<file path="config.mk">
export PLATFORM = sky130hd
export DESIGN_NAME = wallace_cpa_pipe_flat
export DESIGN_NICKNAME = d
export VERILOG_FILES = /design/src/rtl/wallace_cpa_pipe_if.sv /design/src/rtl/wallace_cpa_pipe.sv /design/src/flat_wrapper.sv
export SDC_FILE = /design/constraint.sdc
export NUM_CORES = 1
export LEC_CHECK = 0
export ABC_AREA = 1
export BUFFER_PORTS_ARGS = -buffer_cell sky130_fd_sc_hd__clkbuf_2
export CELL_PAD_IN_SITES_DETAIL_PLACEMENT = 0
export CELL_PAD_IN_SITES_GLOBAL_PLACEMENT = 1
export CORE_MARGIN = 1
export CORE_UTILIZATION = 43
export DETAILED_ROUTE_END_ITERATION = 10
export PLACE_DENSITY_LB_ADDON = 0.1
export SLEW_MARGIN = 5
export SYNTH_ARGS = -nofsm -noshare
export SYNTH_HDL_FRONTEND = slang
export SYNTH_SLANG_ARGS = --single-unit
</file>
<file path="constraint.sdc">
create_clock -name i_clk -period 7.74 [get_ports i_clk]
set_input_delay 1.548 -clock i_clk [delete_from_list [all_inputs] [get_ports i_clk]]
set_output_delay 1.548 -clock i_clk [all_outputs]
set_load 0.02 [all_outputs]
</file>
<file path="src/rtl/wallace_cpa_pipe_if.sv">
// -----------------------------------------------------------------------------
// wallace_cpa_pipe_if
// Bundle of the operand handshake (upstream side) and result handshake
// (downstream side) of the Wallace-tree carry-propagate pipeline.
//   i_valid / o_ready              : operand handshake
//   i_final_sum / i_final_carry    : redundant rows from the reduction tree
//   o_valid / i_ready              : result handshake
//   o_product                      : (sum + carry) mod 2^NUM_COLS
//   o_msb, o_mant, o_guard, o_sticky : normalized mantissa fields
// Modports: master = environment (drives operands and i_ready),
//           slave  = the pipeline itself.
// -----------------------------------------------------------------------------
interface wallace_cpa_pipe_if #(
   parameter int N        = 24,
   parameter int NUM_COLS = 2 * N
);
   logic                i_valid;
   logic                o_ready;
   logic [NUM_COLS-1:0] i_final_sum;
   logic [NUM_COLS-1:0] i_final_carry;
   logic                o_valid;
   logic                i_ready;
   logic [NUM_COLS-1:0] o_product;
   logic                o_msb;
   logic [N-1:0]        o_mant;
   logic                o_guard;
   logic                o_sticky;

   modport master (
      output i_valid, i_final_sum, i_final_carry, i_ready,
      input  o_ready, o_valid, o_product, o_msb, o_mant, o_guard, o_sticky
   );

   modport slave (
      input  i_valid, i_final_sum, i_final_carry, i_ready,
      output o_ready, o_valid, o_product, o_msb, o_mant, o_guard, o_sticky
   );
endinterface

</file>
<file path="src/rtl/wallace_cpa_pipe.sv">
// -----------------------------------------------------------------------------
// wallace_cpa_pipe
// Two-stage carry-propagate adder for the final sum/carry rows of the FPU
// multiplier's Wallace tree. Stage 1 adds the low SPLIT columns and keeps the
// carry-out plus the raw high halves; stage 2 adds the high halves with that
// carry. The registered product is normalized combinationally into a
// mantissa, guard and sticky bit for the rounding logic.
// Ports:
//   i_clk  : clock, rising edge
//   i_rst  : asynchronous active-high reset (clears the valid bits only)
//   bus    : wallace_cpa_pipe_if.slave (operand and result handshakes)
// -----------------------------------------------------------------------------
module wallace_cpa_pipe #(
   parameter int N        = 24,
   parameter int NUM_COLS = 2 * N,
   parameter int SPLIT    = N
) (
   input  logic                 i_clk,
   input  logic                 i_rst,
   wallace_cpa_pipe_if.slave    bus
);
   localparam int HI_W = NUM_COLS - SPLIT;
   localparam int M    = NUM_COLS - 1;

   logic                v1_reg;
   logic                v2_reg;
   logic [SPLIT-1:0]    r1_lo_reg;
   logic                r1_c_reg;
   logic [HI_W-1:0]     r1_sh_reg;
   logic [HI_W-1:0]     r1_ch_reg;
   logic [NUM_COLS-1:0] r2_prod_reg;

   logic                slot2_free;
   logic                stage1_free;
   logic                accept;
   logic                advance;
   logic [SPLIT:0]      lo_sum;
   logic [HI_W-1:0]     hi_sum;
   logic [NUM_COLS-1:0] norm;

   // Stage 2 can take data if empty or its result leaves this cycle; stage 1
   // can take data if empty or it empties into stage 2 this cycle, which
   // gives one result per cycle while the downstream keeps i_ready high.
   assign slot2_free  = !v2_reg || bus.i_ready;
   assign stage1_free = !v1_reg || slot2_free;
   assign accept      = bus.i_valid && stage1_free;
   assign advance     = v1_reg && slot2_free;

   assign bus.o_ready = stage1_free;
   assign bus.o_valid = v2_reg;

   // Low half with its carry-out in the extra top bit.
   assign lo_sum = {1'b0, bus.i_final_sum[SPLIT-1:0]}
                 + {1'b0, bus.i_final_carry[SPLIT-1:0]};

   // High half; carry out of the top column is dropped (mod 2^NUM_COLS).
   assign hi_sum = r1_sh_reg + r1_ch_reg + {{(HI_W-1){1'b0}}, r1_c_reg};

   always_ff @(posedge i_clk or posedge i_rst) begin
      if (i_rst) begin
         v1_reg <= 1'b0;
         v2_reg <= 1'b0;
      end else begin
         if (accept) begin
            v1_reg <= 1'b1;
         end else if (advance) begin
            v1_reg <= 1'b0;
         end

         if (advance) begin
            v2_reg <= 1'b1;
         end else if (v2_reg && bus.i_ready) begin
            v2_reg <= 1'b0;
         end
      end
   end

   // Datapath registers carry no reset; the valid bits qualify them.
   always_ff @(posedge i_clk) begin
      if (accept) begin
         r1_lo_reg <= lo_sum[SPLIT-1:0];
         r1_c_reg  <= lo_sum[SPLIT];
         r1_sh_reg <= bus.i_final_sum[NUM_COLS-1:SPLIT];
         r1_ch_reg <= bus.i_final_carry[NUM_COLS-1:SPLIT];
      end
      if (advance) begin
         r2_prod_reg <= {hi_sum, r1_lo_reg};
      end
   end

   // Normalization: when the top bit is clear, shift left by one so the
   // leading one sits at M. The zero shifted into bit 0 keeps the sticky
   // range correct for both cases with a single OR-reduction.
   assign norm = r2_prod_reg[M] ? r2_prod_reg : (r2_prod_reg << 1);

   assign bus.o_product = r2_prod_reg;
   assign bus.o_msb     = r2_prod_reg[M];
   assign bus.o_mant    = norm[M -: N];
   assign bus.o_guard   = norm[M-N];
   assign bus.o_sticky  = |norm[M-N-1:0];

endmodule

</file>
<file path="src/flat_wrapper.sv">
// flat-port wrapper written by rule: the top's interface ports become plain ports
module wallace_cpa_pipe_flat 
#(
   parameter int N        = 24,
   parameter int NUM_COLS = 2 * N,
   parameter int SPLIT    = N
)
  (i_clk, i_rst, bus_i_valid, bus_i_final_sum, bus_i_final_carry, bus_i_ready, bus_o_ready, bus_o_valid, bus_o_product, bus_o_msb, bus_o_mant, bus_o_guard, bus_o_sticky);
  wallace_cpa_pipe_if #(.N(N), .NUM_COLS(NUM_COLS)) bus_i ();
  input  logic i_clk;
  input  logic i_rst;
  input wire logic [$bits(bus_i.i_valid)-1:0] bus_i_valid;
  input wire logic [$bits(bus_i.i_final_sum)-1:0] bus_i_final_sum;
  input wire logic [$bits(bus_i.i_final_carry)-1:0] bus_i_final_carry;
  input wire logic [$bits(bus_i.i_ready)-1:0] bus_i_ready;
  output wire logic [$bits(bus_i.o_ready)-1:0] bus_o_ready;
  output wire logic [$bits(bus_i.o_valid)-1:0] bus_o_valid;
  output wire logic [$bits(bus_i.o_product)-1:0] bus_o_product;
  output wire logic [$bits(bus_i.o_msb)-1:0] bus_o_msb;
  output wire logic [$bits(bus_i.o_mant)-1:0] bus_o_mant;
  output wire logic [$bits(bus_i.o_guard)-1:0] bus_o_guard;
  output wire logic [$bits(bus_i.o_sticky)-1:0] bus_o_sticky;
  assign bus_i.i_valid = bus_i_valid;
  assign bus_i.i_final_sum = bus_i_final_sum;
  assign bus_i.i_final_carry = bus_i_final_carry;
  assign bus_i.i_ready = bus_i_ready;
  assign bus_o_ready = bus_i.o_ready;
  assign bus_o_valid = bus_i.o_valid;
  assign bus_o_product = bus_i.o_product;
  assign bus_o_msb = bus_i.o_msb;
  assign bus_o_mant = bus_i.o_mant;
  assign bus_o_guard = bus_i.o_guard;
  assign bus_o_sticky = bus_i.o_sticky;
  wallace_cpa_pipe #(.N(N), .NUM_COLS(NUM_COLS), .SPLIT(SPLIT)) u_core (.i_clk(i_clk), .i_rst(i_rst), .bus(bus_i));
endmodule
</file>
[Word level (Yosys, flattened, before mapping)]
Cells that the tools add are included.
Widths: inputs -> output; s select.
Word-level totals
  flip-flop bits (word level): 123
  input port bits: 100
  output and inout port bits: 77
  word-level logic and storage cells: 25
Operators by class
  $add $sub $neg: 3
  mux-type cells: 5
  reductions and logical operators: 10
Operators with widths (number)
  $mux 48: 1
  $add 24x24->25: 1
  $add 24x1->24: 1
  $add 24x24->24: 1
  $reduce_or 23->1: 1
  $mux 1: 4
  $reduce_bool 2->1: 2
  $logic_and 1x1->1: 3
  $logic_not 1->1: 2
  $logic_or 1x1->1: 2

[Logic depth before layout (Yosys ltp)]
  depth after elaboration: 5
  depth in mapped cells: 11

[Worst setup path before layout]
OpenSTA, ideal clock, no wires.
  kind: input port to flip-flop
  start point: input port bus_i_ready
  end point: register u_core.r2_prod_reg[0], in the netlist u_core.bus.o_product[0] (enable)
  data arrival time: 3.938 ns
  required time: 7.271 ns
  setup slack: 3.332 ns
  stages on the path: 2
  buffers on the path: 0
  cells stage by stage: inv_1 -> a21oi_1
On the way
  word-level cells in the longest chain between the ends: 2
Ends and longest elaborated chain
  from (decl): line flat_wrapper.sv:15  | input wire logic [$bits(bus_i.i_ready)-1:0] bus_i_ready;
  $logic_or 1x1->1: line wallace_cpa_pipe.sv:44  | assign slot2_free = !v2_reg || bus.i_ready;
  $logic_and 1x1->1: line wallace_cpa_pipe.sv:47  | assign advance = v1_reg && slot2_free;
  net u_core.advance: line wallace_cpa_pipe.sv:36  | logic advance;
  to (signal assigned): line wallace_cpa_pipe.sv:87  | r2_prod_reg <= {hi_sum, r1_lo_reg};
  to (decl): line wallace_cpa_pipe.sv:31  | logic [NUM_COLS-1:0] r2_prod_reg;
The timed path passes the listed nets, and every way through them passes these cells.
A chain may end at the register's enable or synchronous reset.

[Worst setup path in the final report]
  start point: input port bus_i_ready
  end point: output port bus_o_ready
On the way
  word-level cells in the longest chain between the ends: 2
Ends and longest elaborated chain
  $logic_or 1x1->1: line wallace_cpa_pipe.sv:44
  $logic_or 1x1->1: line wallace_cpa_pipe.sv:45  | assign stage1_free = !v1_reg || slot2_free;
  to (decl): line flat_wrapper.sv:16  | output wire logic [$bits(bus_i.o_ready)-1:0] bus_o_ready;
No other way between the ends.

==> results.md <==
* Final cell utilization of the core at 54.19%
* GR Util All Layers at 20.25%
* CP max FO at 3
* CP Launch Point: bus_i_ready
* Io pins at 177
* Detailed Routing Iterations Pass 1 at 4
* Fin crit period at 3.586 ns
* VDD IR max at 0.1189 mV
* First-pass GRT wire length at 27750 µm
* Syn nets at 1094
* Hold Buf Count CTS at 0
* Crit-path slowest cell: clkbuf_2
* Final Hold Viols at 0
* Syn Area/Cell at 8.054 µm²
* Worst setup path endpoint: bus_o_ready
* Largest net degree at the start of global routing at 74
* Post-synthesis cell count at 945
* Worst-path cell chain: clkbuf_2, inv_1, nand3_1, clkbuf_2
* Worst-Margin Slew at 0.9313 ns
* Mapped Area at 0.007611 mm²
* Share of layout cells above drive strength 1 at 20.87%
* Clock Skew at 0.008543 ns
* Number of port buffers at 176
* Root buffer cell: clkbuf_16
* CTS buffer count at 17
* Pins Over Slew Limit at 0
* Worst EP arrival at 2.04 ns
* Core area at 0.01730 mm²
* Gp weighted congestion at 0.8640
* Routed len/inst at 12.83 µm
* Post-cts repair resize count at 0
* Gr busiest metal: met2
* M1 GR Usage at 21.49%
* Die Height at 135.0 µm
* Number of remaining DRC errors at 0
* Final period util at 46.33%
* Met2 GRT Util at 38.60%
* PwrDens at 235.9 mW/mm²
* Max FFs per register at 48
* Worst Path Required at 6.19 ns
* Startpoint Class: input pin
* Total stage count of the critical path at 4
* Synth warnings at 0
* Worst setup EP type: output pin
* # fillers at 1706
* CTS clk-pin slew, worst paths at 0.06 ns
* Setup bufs post-CTS at 0
* Reg2reg path depth at 10
* Met3 Use GR at 3.453%
* Sequential element share of the synthesized area at 48.40%
* Drt via density at 4.521
* Setup tns final at 0 ns
* Status: completed
* Synthesized flop and latch total at 123
* Vias in the first global route at 5823
* Crit Path Class: input pin to output pin
* Reg-to-Reg Start: u_core.r1_ch_reg[0]$_DFFE_PP_
* Initial Util at 44.00%
* R2R Setup Slk at 5.26 ns
* HP Class: register to register
* Area after DPL at 0.008780 mm²
* Total die area at 0.01824 mm²
* Initial DRC count at 257
* Clock Path Buffers at 2
* Row count at 48
* Clk_lat worst skew at 0.41 ns
* Total Power at 2.211 mW
* DP HPWL at 14480 µm
* Slew margin rel. at 37.91%
* Yosys cell types at 35
* Grt ovf at 0
* RSZ-0062 raised after global routing: no
* Clock Sinks at 123
* Max Freq at 278.8 MHz
* Critical path's largest stage delay at 0.18 ns
* Max-cap violations at 0
* Die width at 135.0 µm
* Initial antenna violation count at 2
* Layout area overhead at 23.15%
* Final nets at 1286
* Buf+Inv Stages, Crit Path at 3
* Family with the most delay on the worst path: buffers and inverters
* ANT nets after route at 0
* WL final at 17650 µm
* Final setup fails at 0
* Crit path top cell by count: clkbuf_2
* Post-layout instance area at 0.009373 mm²
* CTS tree: built
* Pleak at 4.911 nW
* Critical R2R Capture: u_core.bus.o_product[40]$_DFFE_PP_
* Via count at 6221
* H-tree Lvls at 4
-- cell type report --
type,count,area (µm²),area share [%]
Clock inverter,14,161.4,1.722
Tap cell,225,281.5,3.004
Inverter,167,626.9,6.688
Clock buffer,18,429.2,4.579
Antenna cell,1,2.502,0.02670
Sequential cell,123,3684,39.30
Multi-Input combinational cell,649,3284,35.04
Timing Repair Buffer,179,903.4,9.638
-- worst reg2reg max path, cell delays in order (launching register included) --
cell and delay (ns):
edfxtp_1 0.40, fa_1 0.53, fa_1 0.49, nand3_1 0.13
nand3_2 0.15, nand2_1 0.12, nand2_1 0.10, nand3_1 0.12
nand2_1 0.07, nand2_1 0.06, nand2_1 0.04
-- where the power goes --
group,leakage (nW),internal (mW),switching (mW)
clock,0.284,0.482,0.306
sequential,1.19,0.839,0.0367
combinational,3.44,0.181,0.366
-- synth_stat cells (all sizes together) --
library cell  count  area share, %
a2111oi           1           0.12
a21oi            25            1.7
and2              3           0.26
and3              1          0.082
buf               2           0.16
clkbuf            4           0.20
clkinv            2          0.099
dfrtp             2           0.66
edfxtp          121             48
fa                3           0.79
ha               46            7.6
inv             165            8.1
nand2           407             20
nand3            46            3.2
nand3b            4           0.56
nand4            10           0.82
nor2             68            4.0
nor3              4           0.26
nor4              3           0.25
o21ai             2           0.18
or2               2           0.16
xnor2             3           0.35
xor2             21            2.4
-- metrics by stage --
stage	hold slack (ns)	setup WS, ns	instances
6_report	0.4138	4.154	1376
3_5_place_dp	0.4045	4.153	1343
5_1_grt	0.4168	4.058	1376
4_1_cts	0.4127	4.151	1375
2_1_floorplan	0.4003	3.332	945
3_3_place_gp	0.4036	4.167	1343
-- routing by layer --
layer | vias to the layer above | part of all wire (%)
met3 | 41 | 3.5
met1 | 2682 | 40
li1 | 3354 | -
met5 | - | 0.068
met2 | 142 | 53
met4 | 2 | 3.3
-- cells in the final DEF, fill, tap and decap left out, types with 5 or more instances in the layout --
cell type and count:
a21oi_1 23, clkbuf_16 17, clkbuf_2 176, edfxtp_1 121, ha_1 46, inv_1 163, inv_6 5, nand2_1 399
nand2_2 8, nand3_1 44, nand4_1 10, nor2_1 56, nor2_2 8, xor2_1 21
-- worst min path at each step --
stage	startpoint	to	slack, ns	depth (start not counted)
after detailed placement	u_core.r1_lo_reg[21]$_DFFE_PP_	u_core.bus.o_product[21]$_DFFE_PP_	0.40	0
final	u_core.r1_lo_reg[8]$_DFFE_PP_	u_core.bus.o_product[8]$_DFFE_PP_	0.41	0
after global routing	u_core.r1_lo_reg[8]$_DFFE_PP_	u_core.bus.o_product[8]$_DFFE_PP_	0.42	0
after global placement	u_core.r1_lo_reg[1]$_DFFE_PP_	u_core.bus.o_product[1]$_DFFE_PP_	0.40	0
after CTS	u_core.r1_lo_reg[8]$_DFFE_PP_	u_core.bus.o_product[8]$_DFFE_PP_	0.41	0
after floorplan	u_core.r1_lo_reg[0]$_DFFE_PP_	u_core.bus.o_product[0]$_DFFE_PP_	0.40	0
-- cells by family after synthesis --
family,after synthesis,synth area share [%]
XOR/XNOR,24,2.762
flip-flops,123,48.40
buffers and inverters,173,8.598
AND/OR/NAND/NOR,548,29.90
AO/OA/AOI/OAI,28,1.989
adder cells (fa/ha/maj),49,8.351
Note: power is estimated with default switching activity, not from simulation.
